<file path="src/rtl/alu_pkg.sv">
// Shared types for the EX-stage ALU with iterative multiply/divide: operation
// codes, FSM states and the default datapath width.
package alu_pkg;

   localparam int ALU_WIDTH_DEF = 32;

   typedef enum logic [3:0] {
      OP_AND   = 4'd0,
      OP_OR    = 4'd1,
      OP_ADD   = 4'd2,
      OP_XOR   = 4'd3,
      OP_NOR   = 4'd4,
      OP_SLTU  = 4'd5,
      OP_SUB   = 4'd6,
      OP_SLT   = 4'd7,
      OP_MULT  = 4'd8,
      OP_MULTU = 4'd9,
      OP_DIV   = 4'd10,
      OP_DIVU  = 4'd11,
      OP_MFHI  = 4'd12,
      OP_MFLO  = 4'd13
   } alu_op_t;

   typedef enum logic [1:0] {
      ST_IDLE = 2'd0,
      ST_BUSY = 2'd1,
      ST_DONE = 2'd2
   } alu_state_t;

   function automatic logic is_iter_op(input alu_op_t op);
      return (op == OP_MULT) || (op == OP_MULTU) || (op == OP_DIV) || (op == OP_DIVU);
   endfunction

   function automatic logic is_div_op(input alu_op_t op);
      return (op == OP_DIV) || (op == OP_DIVU);
   endfunction

   function automatic logic is_signed_op(input alu_op_t op);
      return (op == OP_MULT) || (op == OP_DIV);
   endfunction

endpackage

</file>
<file path="src/rtl/mdu_iter.sv">
// Iterative multiply/divide on operand magnitudes, one bit per cycle, with the
// sign of the product/quotient/remainder restored combinationally at the end.
module mdu_iter
   import alu_pkg::*;
#(
   parameter int WIDTH = ALU_WIDTH_DEF
) (
   input  logic             clk,
   input  logic             rst,
   input  logic             start_i,
   input  logic             is_div_i,
   input  logic             is_signed_i,
   input  logic [WIDTH-1:0] a_i,
   input  logic [WIDTH-1:0] b_i,
   output logic             done_o,
   output logic [WIDTH-1:0] hi_o,
   output logic [WIDTH-1:0] lo_o
);

   localparam int CNT_W = $clog2(WIDTH + 1);

   function automatic logic [WIDTH-1:0] magnitude(input logic [WIDTH-1:0] v, input logic sgn);
      return (sgn && v[WIDTH-1]) ? -v : v;
   endfunction

   logic               busy_q, busy_d;
   logic [CNT_W-1:0]   cnt_q, cnt_d;
   logic [WIDTH-1:0]   x_q, x_d;
   logic [WIDTH-1:0]   y_q, y_d;
   logic [WIDTH-1:0]   mb_q, mb_d;
   logic               div_q, div_d;
   logic               neg_lo_q, neg_lo_d;
   logic               neg_hi_q, neg_hi_d;

   logic               sign_a, sign_b;
   logic [WIDTH:0]     mul_sum;
   logic [WIDTH:0]     div_shift;
   logic               div_ge;
   logic [2*WIDTH-1:0] prod_fix;

   assign sign_a    = is_signed_i & a_i[WIDTH-1];
   assign sign_b    = is_signed_i & b_i[WIDTH-1];
   // Multiply: x:y is the running product, y's LSB selects the add of mb.
   // Divide: x is the partial remainder, y shifts the dividend out and quotient in.
   assign mul_sum   = {1'b0, x_q} + (y_q[0] ? {1'b0, mb_q} : '0);
   assign div_shift = {x_q, y_q[WIDTH-1]};
   assign div_ge    = (div_shift >= {1'b0, mb_q});
   assign done_o    = busy_q && (cnt_q == '0);

   always_comb begin
      // NOTE: every next-state signal takes its hold value first, so no path through this block can infer a latch.
      busy_d   = busy_q;
      cnt_d    = cnt_q;
      x_d      = x_q;
      y_d      = y_q;
      mb_d     = mb_q;
      div_d    = div_q;
      neg_lo_d = neg_lo_q;
      neg_hi_d = neg_hi_q;
      if (start_i) begin
         busy_d   = 1'b1;
         cnt_d    = CNT_W'(WIDTH);
         div_d    = is_div_i;
         x_d      = '0;
         y_d      = magnitude(is_div_i ? a_i : b_i, is_signed_i);
         mb_d     = magnitude(is_div_i ? b_i : a_i, is_signed_i);
         neg_lo_d = sign_a ^ sign_b;
         neg_hi_d = is_div_i ? sign_a : (sign_a ^ sign_b);
      end else if (busy_q) begin
         if (cnt_q == '0) begin
            busy_d = 1'b0;
         end else begin
            cnt_d = cnt_q - CNT_W'(1);
            if (div_q) begin
               x_d = div_ge ? WIDTH'(div_shift - {1'b0, mb_q}) : div_shift[WIDTH-1:0];
               y_d = {y_q[WIDTH-2:0], div_ge};
            end else begin
               x_d = mul_sum[WIDTH:1];
               y_d = {mul_sum[0], y_q[WIDTH-1:1]};
            end
         end
      end
   end

   // NOTE: sequential state uses non-blocking assignments so every register samples pre-edge values.
   always_ff @(posedge clk) begin
      if (rst) begin
         busy_q <= 1'b0;
         cnt_q  <= '0;
      end else begin
         busy_q <= busy_d;
         cnt_q  <= cnt_d;
      end
   end

   // NOTE: the datapath registers carry no reset; start always loads them before they are observed.
   always_ff @(posedge clk) begin
      x_q      <= x_d;
      y_q      <= y_d;
      mb_q     <= mb_d;
      div_q    <= div_d;
      neg_lo_q <= neg_lo_d;
      neg_hi_q <= neg_hi_d;
   end

   assign prod_fix = neg_lo_q ? -{x_q, y_q} : {x_q, y_q};
   assign hi_o     = div_q ? (neg_hi_q ? -x_q : x_q) : prod_fix[2*WIDTH-1:WIDTH];
   assign lo_o     = div_q ? (neg_lo_q ? -y_q : y_q) : prod_fix[WIDTH-1:0];

endmodule

</file>
<file path="src/rtl/alu_mdu.sv">
// Registered EX-stage ALU: single-cycle logic/arith/compare ops plus iterative
// multiply/divide into HI/LO, with a valid/ready handshake for stalls.
module alu_mdu
   import alu_pkg::*;
#(
   parameter int WIDTH = ALU_WIDTH_DEF
) (
   input  logic             clk,
   input  logic             rst,
   input  logic             in_valid,
   output logic             in_ready,
   input  logic [WIDTH-1:0] In1,
   input  logic [WIDTH-1:0] In2,
   input  logic [3:0]       ALUCtr,
   output logic             out_valid,
   output logic [WIDTH-1:0] ALURes,
   output logic             Zero,
   output logic             Ovf,
   output logic             DivZero
);

   alu_state_t       state_q, state_d;
   logic [WIDTH-1:0] res_q, res_d;
   logic [WIDTH-1:0] hi_q, hi_d;
   logic [WIDTH-1:0] lo_q, lo_d;
   logic             ovf_q, ovf_d;
   logic             divz_q, divz_d;
   logic             valid_q, valid_d;

   alu_op_t          op;
   logic [WIDTH-1:0] add_res, sub_res, comb_res;
   logic             comb_ovf, div_by_zero;
   logic             mdu_start, mdu_done;
   logic [WIDTH-1:0] mdu_hi, mdu_lo;

   assign op          = alu_op_t'(ALUCtr);
   assign add_res     = In1 + In2;
   assign sub_res     = In1 - In2;
   assign div_by_zero = is_div_op(op) && (In2 == '0);

   always_comb begin
      comb_res = '0;
      comb_ovf = 1'b0;
      case (op)
         OP_AND:  comb_res = In1 & In2;
         OP_OR:   comb_res = In1 | In2;
         OP_XOR:  comb_res = In1 ^ In2;
         OP_NOR:  comb_res = ~(In1 | In2);
         OP_ADD: begin
            comb_res = add_res;
            comb_ovf = (In1[WIDTH-1] == In2[WIDTH-1]) && (add_res[WIDTH-1] != In1[WIDTH-1]);
         end
         OP_SUB: begin
            comb_res = sub_res;
            comb_ovf = (In1[WIDTH-1] != In2[WIDTH-1]) && (sub_res[WIDTH-1] != In1[WIDTH-1]);
         end
         OP_SLT:  comb_res = {{(WIDTH-1){1'b0}}, $signed(In1) < $signed(In2)};
         OP_SLTU: comb_res = {{(WIDTH-1){1'b0}}, In1 < In2};
         OP_MFHI: comb_res = hi_q;
         OP_MFLO: comb_res = lo_q;
         OP_DIV, OP_DIVU: comb_res = '1;
         default: comb_res = '0;
      endcase
   end

   assign in_ready = (state_q != ST_BUSY);

   always_comb begin
      state_d   = state_q;
      res_d     = res_q;
      hi_d      = hi_q;
      lo_d      = lo_q;
      ovf_d     = ovf_q;
      divz_d    = divz_q;
      valid_d   = 1'b0;
      mdu_start = 1'b0;
      case (state_q)
         ST_BUSY: begin
            if (mdu_done) begin
               state_d = ST_DONE;
               valid_d = 1'b1;
               res_d   = mdu_lo;
               hi_d    = mdu_hi;
               lo_d    = mdu_lo;
               ovf_d   = 1'b0;
               divz_d  = 1'b0;
            end
         end
         default: begin
            // DONE accepts exactly like IDLE so a new op can issue alongside the result.
            state_d = ST_IDLE;
            if (in_valid) begin
               if (is_iter_op(op) && !div_by_zero) begin
                  mdu_start = 1'b1;
                  state_d   = ST_BUSY;
               end else begin
                  valid_d = 1'b1;
                  res_d   = comb_res;
                  ovf_d   = comb_ovf;
                  divz_d  = div_by_zero;
                  if (div_by_zero) begin
                     hi_d = In1;
                     lo_d = '1;
                  end
               end
            end
         end
      endcase
   end

   always_ff @(posedge clk) begin
      if (rst) begin
         state_q <= ST_IDLE;
         res_q   <= '0;
         hi_q    <= '0;
         lo_q    <= '0;
         ovf_q   <= 1'b0;
         divz_q  <= 1'b0;
         valid_q <= 1'b0;
      end else begin
         state_q <= state_d;
         res_q   <= res_d;
         hi_q    <= hi_d;
         lo_q    <= lo_d;
         ovf_q   <= ovf_d;
         divz_q  <= divz_d;
         valid_q <= valid_d;
      end
   end

   mdu_iter #(
      .WIDTH(WIDTH)
   ) u_mdu (
      .clk        (clk),
      .rst        (rst),
      .start_i    (mdu_start),
      .is_div_i   (is_div_op(op)),
      .is_signed_i(is_signed_op(op)),
      .a_i        (In1),
      .b_i        (In2),
      .done_o     (mdu_done),
      .hi_o       (mdu_hi),
      .lo_o       (mdu_lo)
   );

   assign out_valid = valid_q;
   assign ALURes    = res_q;
   assign Zero      = (res_q == '0);
   assign Ovf       = ovf_q;
   assign DivZero   = divz_q;

endmodule

</file>
<file path="config.mk">
export PLATFORM = sky130hd
export DESIGN_NAME = alu_mdu
export DESIGN_NICKNAME = d
export VERILOG_FILES = /design/src/rtl/alu_pkg.sv /design/src/rtl/mdu_iter.sv /design/src/rtl/alu_mdu.sv
export SDC_FILE = /design/constraint.sdc
export NUM_CORES = 1
export LEC_CHECK = 0
export CAP_MARGIN = 20
export CORE_ASPECT_RATIO = 1.2
export CORE_MARGIN = 2
export CORE_UTILIZATION = 45
export DETAILED_ROUTE_END_ITERATION = 10
export PLACE_DENSITY = 0.64
export SETUP_SLACK_MARGIN = 0.1
export SLEW_MARGIN = 20
export SYNTH_ARGS = -nofsm -noshare
export SYNTH_HDL_FRONTEND = slang
export SYNTH_SLANG_ARGS = --single-unit
</file>
<file path="constraint.sdc">
create_clock -name clk -period 5 [get_ports clk]
set_input_delay 0.5 -clock clk [delete_from_list [all_inputs] [get_ports clk]]
set_output_delay 0.5 -clock clk [all_outputs]
set_load 0.05 [all_outputs]
</file>
==> flow_summary.yaml <==
outcome:
  status: "finished, final reports clean"
grt:
  grt_max_degree: 95
  grt_pass1_vias: 22900
  overflow: 0
  antenna_found_initial: 0
  grt_pass1_wl_um: 146000
  track_usage_pct: 38.6
setup_path:
  cp_max_fo: 21
  worstPathArrival_ps: 4760
  worstSetupStartpointType: "flip-flop"
  end_kind: "flip-flop"
  cp_data_required_time_ps: 5450
  critPathKind: "reg2reg"
pwr:
  power_density_nw_per_um2: 251
  power.leakage_nw: 10.2
  max-vdd-ir-drop_v: 0.000213
  total_power_mw: 6.27
cts:
  clock_latency_ps: 560
  cts_sinks: 207
  h-tree-depth: 1
  cts_tree: "done"
  clk_pin_slew_worst_paths_ps: 60
  cts.path.max_buffers: 3
  numCtsBuffers: 26
  cts_hold_buf: 0
  cts_setup_buffers: 0
  post_cts_resized: 0
  cts-root-buf: "clkbuf_16"
detailed_routing:
  vias: 24500
  drt-vias-per-instance: 6.50
  routedWlPerCell_um: 26.5
  wl_met3_um: 8990
  antenna_left: 0
  drc: 0
  firstDrtPassIters: 6
  top_layer_used: "met4"
  wl_met1_um: 39200
  routed_wl_um: 99800
  met2_length_um: 44100
  drtIter0Drc: 2905
hold_path:
  hp-class: "in2reg"
final_layout:
  final_area_um2: 25000
  nNetsFinal: 3358
  layout_common_cells: "nor2_1, a21oi_1, nand2_1, o21ai_0, ha_1"
  layout_commonest_cell: "nor2_1"
  drive_gt1_share_pct: 6.73
  syn_to_final_growth_pct: 13.7
  fillers: 4712
  stdcell_count: 3766
sta:
  setup_viol: 0
  final_max_slew_viol_count: 0
  finalHoldWorstSlack_ps: 425
  finalCriticalPeriod_ps: 4310
  finClkSkew_ps: 20.9
  worst_pin_slew_ps: 1090
  fin_crit_sh_pct: 86.2
  rsz0062_at_grt: "no"
  fmax_mhz: 232
  slew_headroom_pct: 27.0
  hold_violations: 0
  fin_setup_tns_ps: 0
yosys:
  synth_nets: 3300
  synth.avg_cell_area_um2: 7.19
  postSynth.asyncResetShare_pct: 0
  yosys.cell_types.count: 95
  postSynthCellCount: 3057
  yosysWarnings: 0
  ys_seq_area_share_pct: 21.9
  synth_edf_count: 67
  synth_flop_cell: "dfxtp_1"
  synth_area_um2: 22000
  ys_ff_latch: 207
die:
  ios: 108
  fp-row-count: 88
  core_um2: 48100
  die_x_um: 206
  start_util_pct: 45.7
  die_h_um: 246
  die_area_um2: 50600
place:
  portBuffers: 107
  dpl.hpwl_um: 79000
  placed_area_um2: 24000
  place.gp.congestion: 1.05
  post-place-cells: 3717
run:
  drv_cap: 0
==> worst max-delay path: stages, from the launching register on <==
cell	delay, ps
edfxtp_1	510
inv_1	410
buf_4	360
nor2_1	90
ha_1	370
a21oi_1	180
o221ai_1	140
a21oi_1	390
o21ai_0	410
o41a_1	470
a221oi_1	370
xor2_1	170
nand2b_1	70
a32o_1	240
==> sequential cells by signal, indices dropped and copies added, names as in the netlist, 2 cells and up <==
signal       cells
u_mdu.mb_q      32
u_mdu.y_q       32
lo_q            32
u_mdu.x_q       32
ALURes          32
state_q          2
u_mdu.cnt_q      6
hi_q            32
==> path summary, 6_finish.rpt <==
check	start	end	slack, ps	cells after the start
worst max-delay path	u_mdu.y_q[0]	u_mdu.x_q[30]	690	13
worst min-delay path	rst	hi_q[29]	420	2
worst max register to register	u_mdu.y_q[0]	u_mdu.x_q[30]	690	13
worst min register to register	lo_q[15]	lo_q[15]	460	2
==> through the flow <==
step	worst slack, ps	utilization (%)
final	691	51.9
after floorplan	802	-
after global routing	574	51.9
after CTS	817	51.9
after detailed placement	246	50.0
after global placement	260	50.0
==> cell type report <==
| cell class | instances | area [µm²] | share of cell area, % |
|---|---|---|---|
| clock buffer | 33 | 749 | 3.00 |
| antenna | 1 | 2.50 | 0.0100 |
| sequential | 207 | 4810 | 19.3 |
| tap | 630 | 788 | 3.15 |
| timing repair buffer | 223 | 1980 | 7.94 |
| inverter | 167 | 628 | 2.51 |
| multi-input combinational | 2490 | 15800 | 63.3 |
| clock inverter | 15 | 196 | 0.786 |
==> cell usage after synthesis, types with 49 or more instances <==
library cell,n,area [µm²]
a211oi_1,63,473
a21oi_1,307,1540
a21o_1,52,390
nor3_1,88,440
o211ai_1,49,368
edfxtp_1,67,2010
nor2_1,376,1410
xor2_1,71,622
nand2_1,264,991
mux2i_1,54,541
xnor2_1,99,867
ha_1,168,2100
dfxtp_1,140,2800
inv_1,166,623
nand3_1,89,445
clkbuf_1,168,631
o21ai_0,228,1140
==> per-layer routing <==
| metal | GRT usage (%) | up-vias |
|---|---|---|
| met5 | 0 | - |
| met1 | 49.6 | 11600 |
| met3 | 5.57 | 247 |
| met4 | 24.2 | 0 |
| met2 | 60.6 | 1364 |
| li1 | - | 11200 |
==> power breakdown <==
part	switching (mW)	leakage (nW)	internal, mW
sequential	0.110	1.75	1.81
clock	0.856	0.462	1.27
combinational	1.45	7.94	0.760
total	2.42	10.2	3.85
==> cells by family after synthesis <==
logic type	after synthesis	share of synthesized area, %
adder cells (fa/ha/maj)	172	9.93
flip-flops	207	21.9
multiplexers	60	2.77
XOR/XNOR	170	6.77
AND/OR/NAND/NOR	1055	22.2
buffers and inverters	360	6.25
AO/OA/AOI/OAI	1033	30.2
(Power assumes the default switching activity.)
==> RTL edit: new RTL, config.mk and constraints unchanged <==
The package constant `ALU_WIDTH_DEF` goes from 32 to 16.
--- a/src/rtl/alu_pkg.sv
+++ b/src/rtl/alu_pkg.sv
@@ -2,7 +2,7 @@
 // codes, FSM states and the default datapath width.
 package alu_pkg;
 
-   localparam int ALU_WIDTH_DEF = 32;
+   localparam int ALU_WIDTH_DEF = 16;
 
    typedef enum logic [3:0] {
       OP_AND   = 4'd0,
Ports: changed (resized ALURes, In1 and In2); port bits go from 108 to 60. The function was not compared with the original's and may differ.
==> RTL edit against the unedited design <==
  * Wire length down 61%
  * Setup slack better by 0.54 ns
  * Sequential cell count down 97
  * Area after synthesis down 51%
  * Cell area down 52%
  * Total power down 57%
  * Critical endpoint is now ALURes[12]
  * Critical path depth down 3
  * First-iteration DRC count down 67%
  * Global-route usage down 8.6 points
==> RTL edit: results <==
[synth]
synthTopCellsByArea = "dfxtp_1, ha_1, edfxtp_1, a21oi_1, nor2_1"
synth_nets = 1545
synth_edf_count = 35
ys_types = 95
async_reset_ff_frac = 0
avgSynthCellArea_um2 = 7.67
synth-seq-area-share = 0.236
synthTopCellsByCount = "nor2_1, a21oi_1, nand2_1"

[global_routing]
grt_usage = 0.300
grt_max_degree = 60
grt_pass1_wl_um = 59700
met3_usage = 0.0331
grt_pass1_vias = 10200
use_met1 = 0.394
grt.met2_usage = 0.488

[power_and_ir_drop]
p_comb_uw = 947
power_mw = 2.72
worst_ir_drop_vdd_mv = 0.154
pg_clk_uw = 768
leakagePower_nw = 4.65
switchingPower_mw = 1.03

[worst_hold_path]
hp-start = "DivZero"
min_to = "DivZero"
worstHoldPathType = "reg2reg"

[route]
wl_met3_um = 2560
vias = 10900
wirelength_um = 38800
wl_met1_um = 16300
drt-initial-drc-count = 959
detail_route.wl_per_cell_um = 22.1
dr_wl_met2_um = 17800

[place]
place_ws_ns = 0.992
place.gp.congestion = 1.02
dpl.hpwl_um = 30300
placedInstanceArea_um2 = 11700
io_buffers = 59
placed_cells = 1740

[cts]
cts.clk_slew.worst_paths_ns = 0.09
clock_path_buffers = 2
post_cts_buffers = 0
root_buffer = "clkbuf_16"
h-tree-depth = 3
clk_latency_ns = 0.37
cts_buffers = 9

[timing]
worst_pin_slew_ns = 1.15
max_clock_freq_ghz = 0.265
finalClockSkew_ns = 0.0161
hold_slack_ns = 0.458

[setup_path]
r2r-end = "u_mdu.x_q[15]"
r2r_cells = 11
crit_path_start = "In1[9]"
reg2reg_slack_ns = 1.55
crit_end = "ALURes[12]"
crit_fanout = 8
worst_ep_arrival_time_ns = 4.00

[finish]
antenna_cells = 0
drive_gt1_frac = 0.0710
fin_nets = 1564

[run_status]
status = "finished clean"
[RTL edit: worst max-delay path: stages]
cell and delay [ns]:
clkdlybuf4s50_1 0.73, inv_1 0.17, ha_1 0.44, or3_1 0.39
a2111oi_0 0.77, o21ai_1 0.24, nand2_1 0.14, o22ai_1 0.08
mux2i_1 0.39, a2111oi_2 0.13
[RTL edit: cell type report]
type / count / area [um2]
sequential: 110 / 2550
inverter: 89 / 334
tap: 320 / 400
clock buffer: 9 / 225
fill: 2390 / 11800
clock inverter: 7 / 82.6
multi-input combinational: 1137 / 7640
timing repair buffer: 84 / 773
[RTL edit: logic make-up after synthesis]
| group | Yosys count | synth area share |
|---|---|---|
| flops | 110 | 0.236 |
| xor+xnor | 82 | 0.0663 |
| buf+inv | 165 | 0.0600 |
| simple gates | 451 | 0.201 |
| mux | 44 | 0.0425 |
| fa+ha+maj | 94 | 0.111 |
| compound gates | 466 | 0.283 |
